==> src/rtl/key_line_buffer_pkg.sv <==
// Shared key-code map and line-editor state encoding used by the keyboard
// controller, the line buffer and the evaluator.
package key_line_buffer_pkg;

  localparam logic [7:0] code_null    = 8'd0;
  localparam logic [7:0] code_a       = 8'd1;
  localparam logic [7:0] code_z       = 8'd26;
  localparam logic [7:0] code_A       = 8'd27;
  localparam logic [7:0] code_Z       = 8'd52;
  localparam logic [7:0] code_dollar  = 8'd53;
  localparam logic [7:0] code_lbrace  = 8'd54;
  localparam logic [7:0] code_rbrace  = 8'd55;
  localparam logic [7:0] code_eq      = 8'd56;
  localparam logic [7:0] code_starter = 8'd57;
  localparam logic [7:0] code_lambda  = 8'd58;
  localparam logic [7:0] code_space   = 8'd59;
  localparam logic [7:0] code_dot     = 8'd60;
  localparam logic [7:0] code_end     = 8'd61;
  localparam logic [7:0] code_bksp    = 8'd65;
  localparam logic [7:0] code_enter   = 8'd66;
  localparam logic [7:0] code_up      = 8'd67;
  localparam logic [7:0] code_down    = 8'd68;

  localparam logic [0:0] EDIT   = 1'b0;
  localparam logic [0:0] LOCKED = 1'b1;

  // Printable symbols occupy the contiguous range code_a..code_end.
  function automatic logic is_symbol(input logic [7:0] code);
    return (code >= code_a) && (code <= code_end);
  endfunction

endpackage

==> src/rtl/key_line_buffer_ram.sv <==
// DEPTH x 6-bit symbol store: one write port, two registered read ports.
// Reads return the pre-write contents when they collide with a write.
module line_ram #(
  parameter int DEPTH  = 32,
  parameter int ADDR_W = 5
) (
  input  logic              clk_i,
  input  logic              we_i,
  input  logic [ADDR_W-1:0] waddr_i,
  input  logic [5:0]        wdata_i,
  input  logic [ADDR_W-1:0] raddr_a_i,
  output logic [5:0]        rdata_a_o,
  input  logic [ADDR_W-1:0] raddr_b_i,
  output logic [5:0]        rdata_b_o
);

  logic [5:0] mem_q [DEPTH];

  always_ff @(posedge clk_i) begin
    if (we_i) begin
      mem_q[waddr_i] <= wdata_i;
    end
    rdata_a_o <= mem_q[raddr_a_i];
    rdata_b_o <= mem_q[raddr_b_i];
  end

endmodule

==> src/rtl/key_line_buffer.sv <==
// Line editor: turns key-code edges into symbol writes, backspace, commit and
// scroll pulses, and hands a committed line to the evaluator via valid/ack.
module key_line_buffer
  import key_line_buffer_pkg::*;
#(
  parameter int DEPTH  = 32,
  parameter int ADDR_W = 5
) (
  input  logic              clk_25mhz,
  input  logic              reset,
  input  logic [7:0]        key_code,
  output logic [ADDR_W:0]   line_len,
  output logic              line_valid,
  input  logic              line_ack,
  input  logic [ADDR_W-1:0] rd_addr,
  output logic [5:0]        rd_data,
  input  logic [ADDR_W-1:0] disp_addr,
  output logic [5:0]        disp_data,
  output logic              scroll_up,
  output logic              scroll_down,
  output logic              overflow
);

  localparam logic [ADDR_W:0] FULL_LEN = (ADDR_W+1)'(DEPTH);

  logic [7:0]      prev_code_q;
  logic [0:0]      state_q, state_d;
  logic [ADDR_W:0] len_q, len_d;
  logic            su_q, su_d, sd_q, sd_d, ov_q, ov_d;
  logic            rd_ok_q, disp_ok_q;
  logic            key_evt, we;
  logic [5:0]      ram_rd, ram_disp;

  // A held key fires once: only a change to a non-null code is an event.
  assign key_evt = (key_code != code_null) && (key_code != prev_code_q);

  always_comb begin
    state_d = state_q;
    len_d   = len_q;
    su_d    = 1'b0;
    sd_d    = 1'b0;
    ov_d    = 1'b0;
    we      = 1'b0;
    if ((state_q == LOCKED) && line_ack) begin
      len_d   = '0;
      state_d = EDIT;
    end else if (key_evt) begin
      if (key_code == code_up) begin
        su_d = 1'b1;
      end else if (key_code == code_down) begin
        sd_d = 1'b1;
      end else if (state_q == EDIT) begin
        if (is_symbol(key_code)) begin
          if (len_q == FULL_LEN) begin
            ov_d = 1'b1;
          end else begin
            we    = 1'b1;
            len_d = len_q + 1'b1;
          end
        end else if ((key_code == code_bksp) && (len_q != '0)) begin
          len_d = len_q - 1'b1;
        end else if ((key_code == code_enter) && (len_q != '0)) begin
          state_d = LOCKED;
        end
      end
    end
  end

  always_ff @(posedge clk_25mhz) begin
    if (reset) begin
      prev_code_q <= code_null;
      state_q     <= EDIT;
      len_q       <= '0;
      su_q        <= 1'b0;
      sd_q        <= 1'b0;
      ov_q        <= 1'b0;
      rd_ok_q     <= 1'b0;
      disp_ok_q   <= 1'b0;
    end else begin
      prev_code_q <= key_code;
      state_q     <= state_d;
      len_q       <= len_d;
      su_q        <= su_d;
      sd_q        <= sd_d;
      ov_q        <= ov_d;
      rd_ok_q     <= ({1'b0, rd_addr} < len_q);
      disp_ok_q   <= ({1'b0, disp_addr} < len_q);
    end
  end

  line_ram #(
    .DEPTH  (DEPTH),
    .ADDR_W (ADDR_W)
  ) u_ram (
    .clk_i     (clk_25mhz),
    .we_i      (we),
    .waddr_i   (len_q[ADDR_W-1:0]),
    .wdata_i   (key_code[5:0]),
    .raddr_a_i (rd_addr),
    .rdata_a_o (ram_rd),
    .raddr_b_i (disp_addr),
    .rdata_b_o (ram_disp)
  );

  // Slots at or beyond the cursor read as empty so stale RAM never leaks out.
  assign rd_data     = rd_ok_q ? ram_rd : 6'd0;
  assign disp_data   = disp_ok_q ? ram_disp : 6'd0;
  assign line_len    = len_q;
  assign line_valid  = (state_q == LOCKED);
  assign scroll_up   = su_q;
  assign scroll_down = sd_q;
  assign overflow    = ov_q;

endmodule

==> config.mk <==
export PLATFORM = sky130hd
export DESIGN_NAME = key_line_buffer
export DESIGN_NICKNAME = d
export VERILOG_FILES = /design/src/rtl/key_line_buffer_pkg.sv /design/src/rtl/key_line_buffer_ram.sv /design/src/rtl/key_line_buffer.sv
export SDC_FILE = /design/constraint.sdc
export NUM_CORES = 1
export LEC_CHECK = 0
export CORE_MARGIN = 8
export CORE_UTILIZATION = 55
export DETAILED_ROUTE_END_ITERATION = 6
export HOLD_SLACK_MARGIN = 0.03
export PLACE_DENSITY = 0.76
export SYNTH_ARGS = -nofsm -noshare
export SYNTH_HDL_FRONTEND = slang
export SYNTH_SLANG_ARGS = --single-unit
==> constraint.sdc <==
create_clock -name clk_25mhz -period 3.2 [get_ports clk_25mhz]
set_input_delay 0.8 -clock clk_25mhz [delete_from_list [all_inputs] [get_ports clk_25mhz]]
set_output_delay 0.8 -clock clk_25mhz [all_outputs]
set_load 0.01 [all_outputs]
==> run metrics <==
status completed; fmax 326 MHz; unrepaired setup endpoints after global routing false; syn_area_per_cell 19.1 µm²; deepest level of the CTS H-tree 1; number of maximum-capacitance violations 0; number of buffers on the longest clock path 3; antenna violations before repair 1; grt total ovfl 0; area share of the largest cell type after synthesis 55.3%; num ports 43; final count of pins violating max slew 0; Die Y 154 µm; total of buffers placed on input and output ports 42; setup violators final 0; hpwl dp 17200 µm; Setup Crit Path Kind in -> reg; overall power after layout 0.00662 W; clock insertion delay at the later pin of the skew report 500 ps; number of DRC violations after detailed routing 0; type of the tightest min-delay check reg -> reg; number of synthesized register bits 224; CTS tree done; worst-margin pin slew 595 ps; sequential cell area 0.00641 mm²; Layout Nets 700; Pleak 4.15 nW; Syn-to-layout area delta 19.3%; post-DR vias/cell 6.52; final critical-path required period between 3000 and 4000 ps; sum of routed wire length over all layers 25300 µm; commonest cells in the netlist sky130_fd_sc_hd__edfxtp_1 (192), sky130_fd_sc_hd__mux4_2 (120), sky130_fd_sc_hd__nor2_1 (45); Async SR Flop Fraction 0%; Vias 5974; fraction of the yosys area taken by sequential cells roughly three fifths; weighted congestion reported at the end of routability-driven placement ~0.87; cts bufs inserted 23; Post-DRT Antenna Nets 0; instance area after placement 0.0117 mm²; overall track demand over capacity in global routing between 20% and 30%; clock-pin slew on the worst setup and hold paths about 60 ps; floorplan core area 0.0186 mm²; critical path data required time 3590 ps; gate count after technology mapping 546; critical path arrival 3460 ps; Area contributors post-synth sky130_fd_sc_hd__edfxtp_1 (55%), sky130_fd_sc_hd__mux4_2 (26%), sky130_fd_sc_hd__dfxtp_1 (6.1%); footprint of the multi-input gates 0.00386 mm²; worst-case setup margin in the final layout 128 ps; Yosys top cell by area sky130_fd_sc_hd__edfxtp_1; maximum number of pins on one net before global-route repair 50; sort of element at the start of the critical path input pin; detailed-router iteration count before antenna repair 5; largest clock skew in the final design 12.7 ps; worst setup slack before clock tree synthesis -421 ps; number of DRC markers in iteration 0 618; number of synthesis warnings 0; Netlist cell types 39; headroom to the max-slew limit 60.0%; Diodes inserted 0; via count of the first global-routing pass 6189; number of enable flip-flop cells after synthesis 192; nets in the synthesized netlist between 500 and 600; hold-fix buffer count after cts 0; row count 50; Syn Std Cell Area around 0.010 mm²; total power density per cell area approximately 530 mW/mm²; number of hold violations in the final report 0; initial standard-cell utilization of the core between 50% and 60%; fraction of final layout cells sized beyond drive strength 1 38.4%; prevailing post-synth register cell sky130_fd_sc_hd__edfxtp_1; period utilization roughly 96%; number of sinks on the clock net 224; width of the die roughly 150 µm; critical-path maximum fanout 6; Post-Layout Inst Area 0.0124 mm²; buffer cell driving the clock tree root sky130_fd_sc_hd__clkbuf_16; element type at the critical path end flip-flop; Fillers roughly 1200; overall die area about 0.024 mm²; most instantiated library cell after synthesis sky130_fd_sc_hd__edfxtp_1; worst ir drop on vdd a little over 0.4 mV; drt wl/cell 27.6 µm; global-route wire length before repair 38100 µm
per-stage QoR:
step	utilization [%]	TNS, ps	hold slack, ps	instances
floorplan	-	0	548	546
global placement	62.7	-38140	553	875
detailed placement	62.7	-50240	556	875
CTS	66.7	0	573	916
global route	66.7	0	606	916
finish	66.7	0	580	916
cell families after synthesis:
family	Yosys count	share of synthesized area (%)
DFF	224	61.4
muxes	135	27.5
and+or+nand+nor	101	5.18
buffers and inverters	37	1.62
AOI/OAI and AO/OA	23	1.54
xor gates and xnor gates	13	1.09
adders and majority gates	13	1.63
final cells by class:
class                           count  area share, %
Sequential cell                   224           51.5
Multi-Input combinational cell    285           31.1
Timing Repair Buffer              126           9.03
Clock buffer                       33           5.17
Tap cell                          234           2.35
Clock inverter                      8          0.724
Inverter                            6          0.181
state kept, by name, summed over array words and instances, names as in the netlist:
name and count:
disp_ok_q 1, line_len 6, line_valid 1, overflow 1
prev_code_q 8, rd_ok_q 1, scroll_down 1, scroll_up 1
u_ram.mem_q 192, u_ram.rdata_a_o 6, u_ram.rdata_b_o 6
critical path, cell delays in order:
cell                              delay [ps]
sky130_fd_sc_hd__clkdlybuf4s50_1         400
sky130_fd_sc_hd__buf_4                   180
sky130_fd_sc_hd__or3_4                   380
sky130_fd_sc_hd__or4_4                   430
sky130_fd_sc_hd__nand2_2                 110
sky130_fd_sc_hd__ha_1                    250
sky130_fd_sc_hd__a211oi_1                240
sky130_fd_sc_hd__o21ai_0                 110
sky130_fd_sc_hd__o21ai_0                 100
sky130_fd_sc_hd__xnor2_1                 160
sky130_fd_sc_hd__a211oi_1                100
sky130_fd_sc_hd__a31o_1                  200
where the power goes:
| part | total (W) | internal (W) | leakage [nW] | switching [W] |
|---|---|---|---|---|
| Clock | 0.00258 | 0.00155 | 0.365 | 0.00103 |
| Sequential | 0.00327 | 0.00322 | 1.99 | 0.0000441 |
| Combinational | 0.000775 | 0.000396 | 1.79 | 0.000380 |
| Total | 0.00662 | 0.00518 | 4.15 | 0.00145 |
repair_timing:
item	in CTS	in global routing
gates resized for setup	0	3
endpoints found under the setup margin	0	26
buffers inserted	0	0
cells in the final DEF (no fill, tap or decap), types with 3 or more instances in the layout:
cell,n
sky130_fd_sc_hd__clkinv_2,6
sky130_fd_sc_hd__ha_1,12
sky130_fd_sc_hd__edfxtp_1,192
sky130_fd_sc_hd__clkbuf_16,23
sky130_fd_sc_hd__mux2_2,12
sky130_fd_sc_hd__and2_1,12
sky130_fd_sc_hd__clkbuf_1,7
sky130_fd_sc_hd__clkbuf_8,3
sky130_fd_sc_hd__buf_12,7
sky130_fd_sc_hd__nand2b_1,4
sky130_fd_sc_hd__xnor2_1,13
sky130_fd_sc_hd__clkdlybuf4s50_1,38
sky130_fd_sc_hd__inv_1,5
sky130_fd_sc_hd__nand4_1,4
sky130_fd_sc_hd__mux2i_1,3
sky130_fd_sc_hd__nor4b_1,3
sky130_fd_sc_hd__a211oi_1,3
sky130_fd_sc_hd__nand2_1,4
sky130_fd_sc_hd__buf_4,79
sky130_fd_sc_hd__a21o_1,7
sky130_fd_sc_hd__nor2b_1,11
sky130_fd_sc_hd__nand3_1,7
sky130_fd_sc_hd__nor2_1,45
sky130_fd_sc_hd__a21oi_1,4
sky130_fd_sc_hd__dfxtp_1,32
sky130_fd_sc_hd__o21ai_0,3
sky130_fd_sc_hd__mux4_2,120
final timing paths:
| kind | from | to | slack (ps) | cells after the start |
|---|---|---|---|---|
| min | line_valid | line_valid | 580 | 2 |
| max reg2reg | line_len[1] | disp_ok_q | 950 | 7 |
| max | key_code[5] | line_len[5] | 130 | 12 |
| min reg2reg | line_valid | line_valid | 580 | 2 |
metal layers:
metal,global-route usage [%],vias to the layer above,part of all wire [%]
met4,6.16,2,2.3
li1,-,2519,-
met2,35.0,370,49
met3,3.62,49,9.5
met5,0,-,0.051
met1,29.6,3034,39
Note: power is estimated with default switching activity, not from simulation.
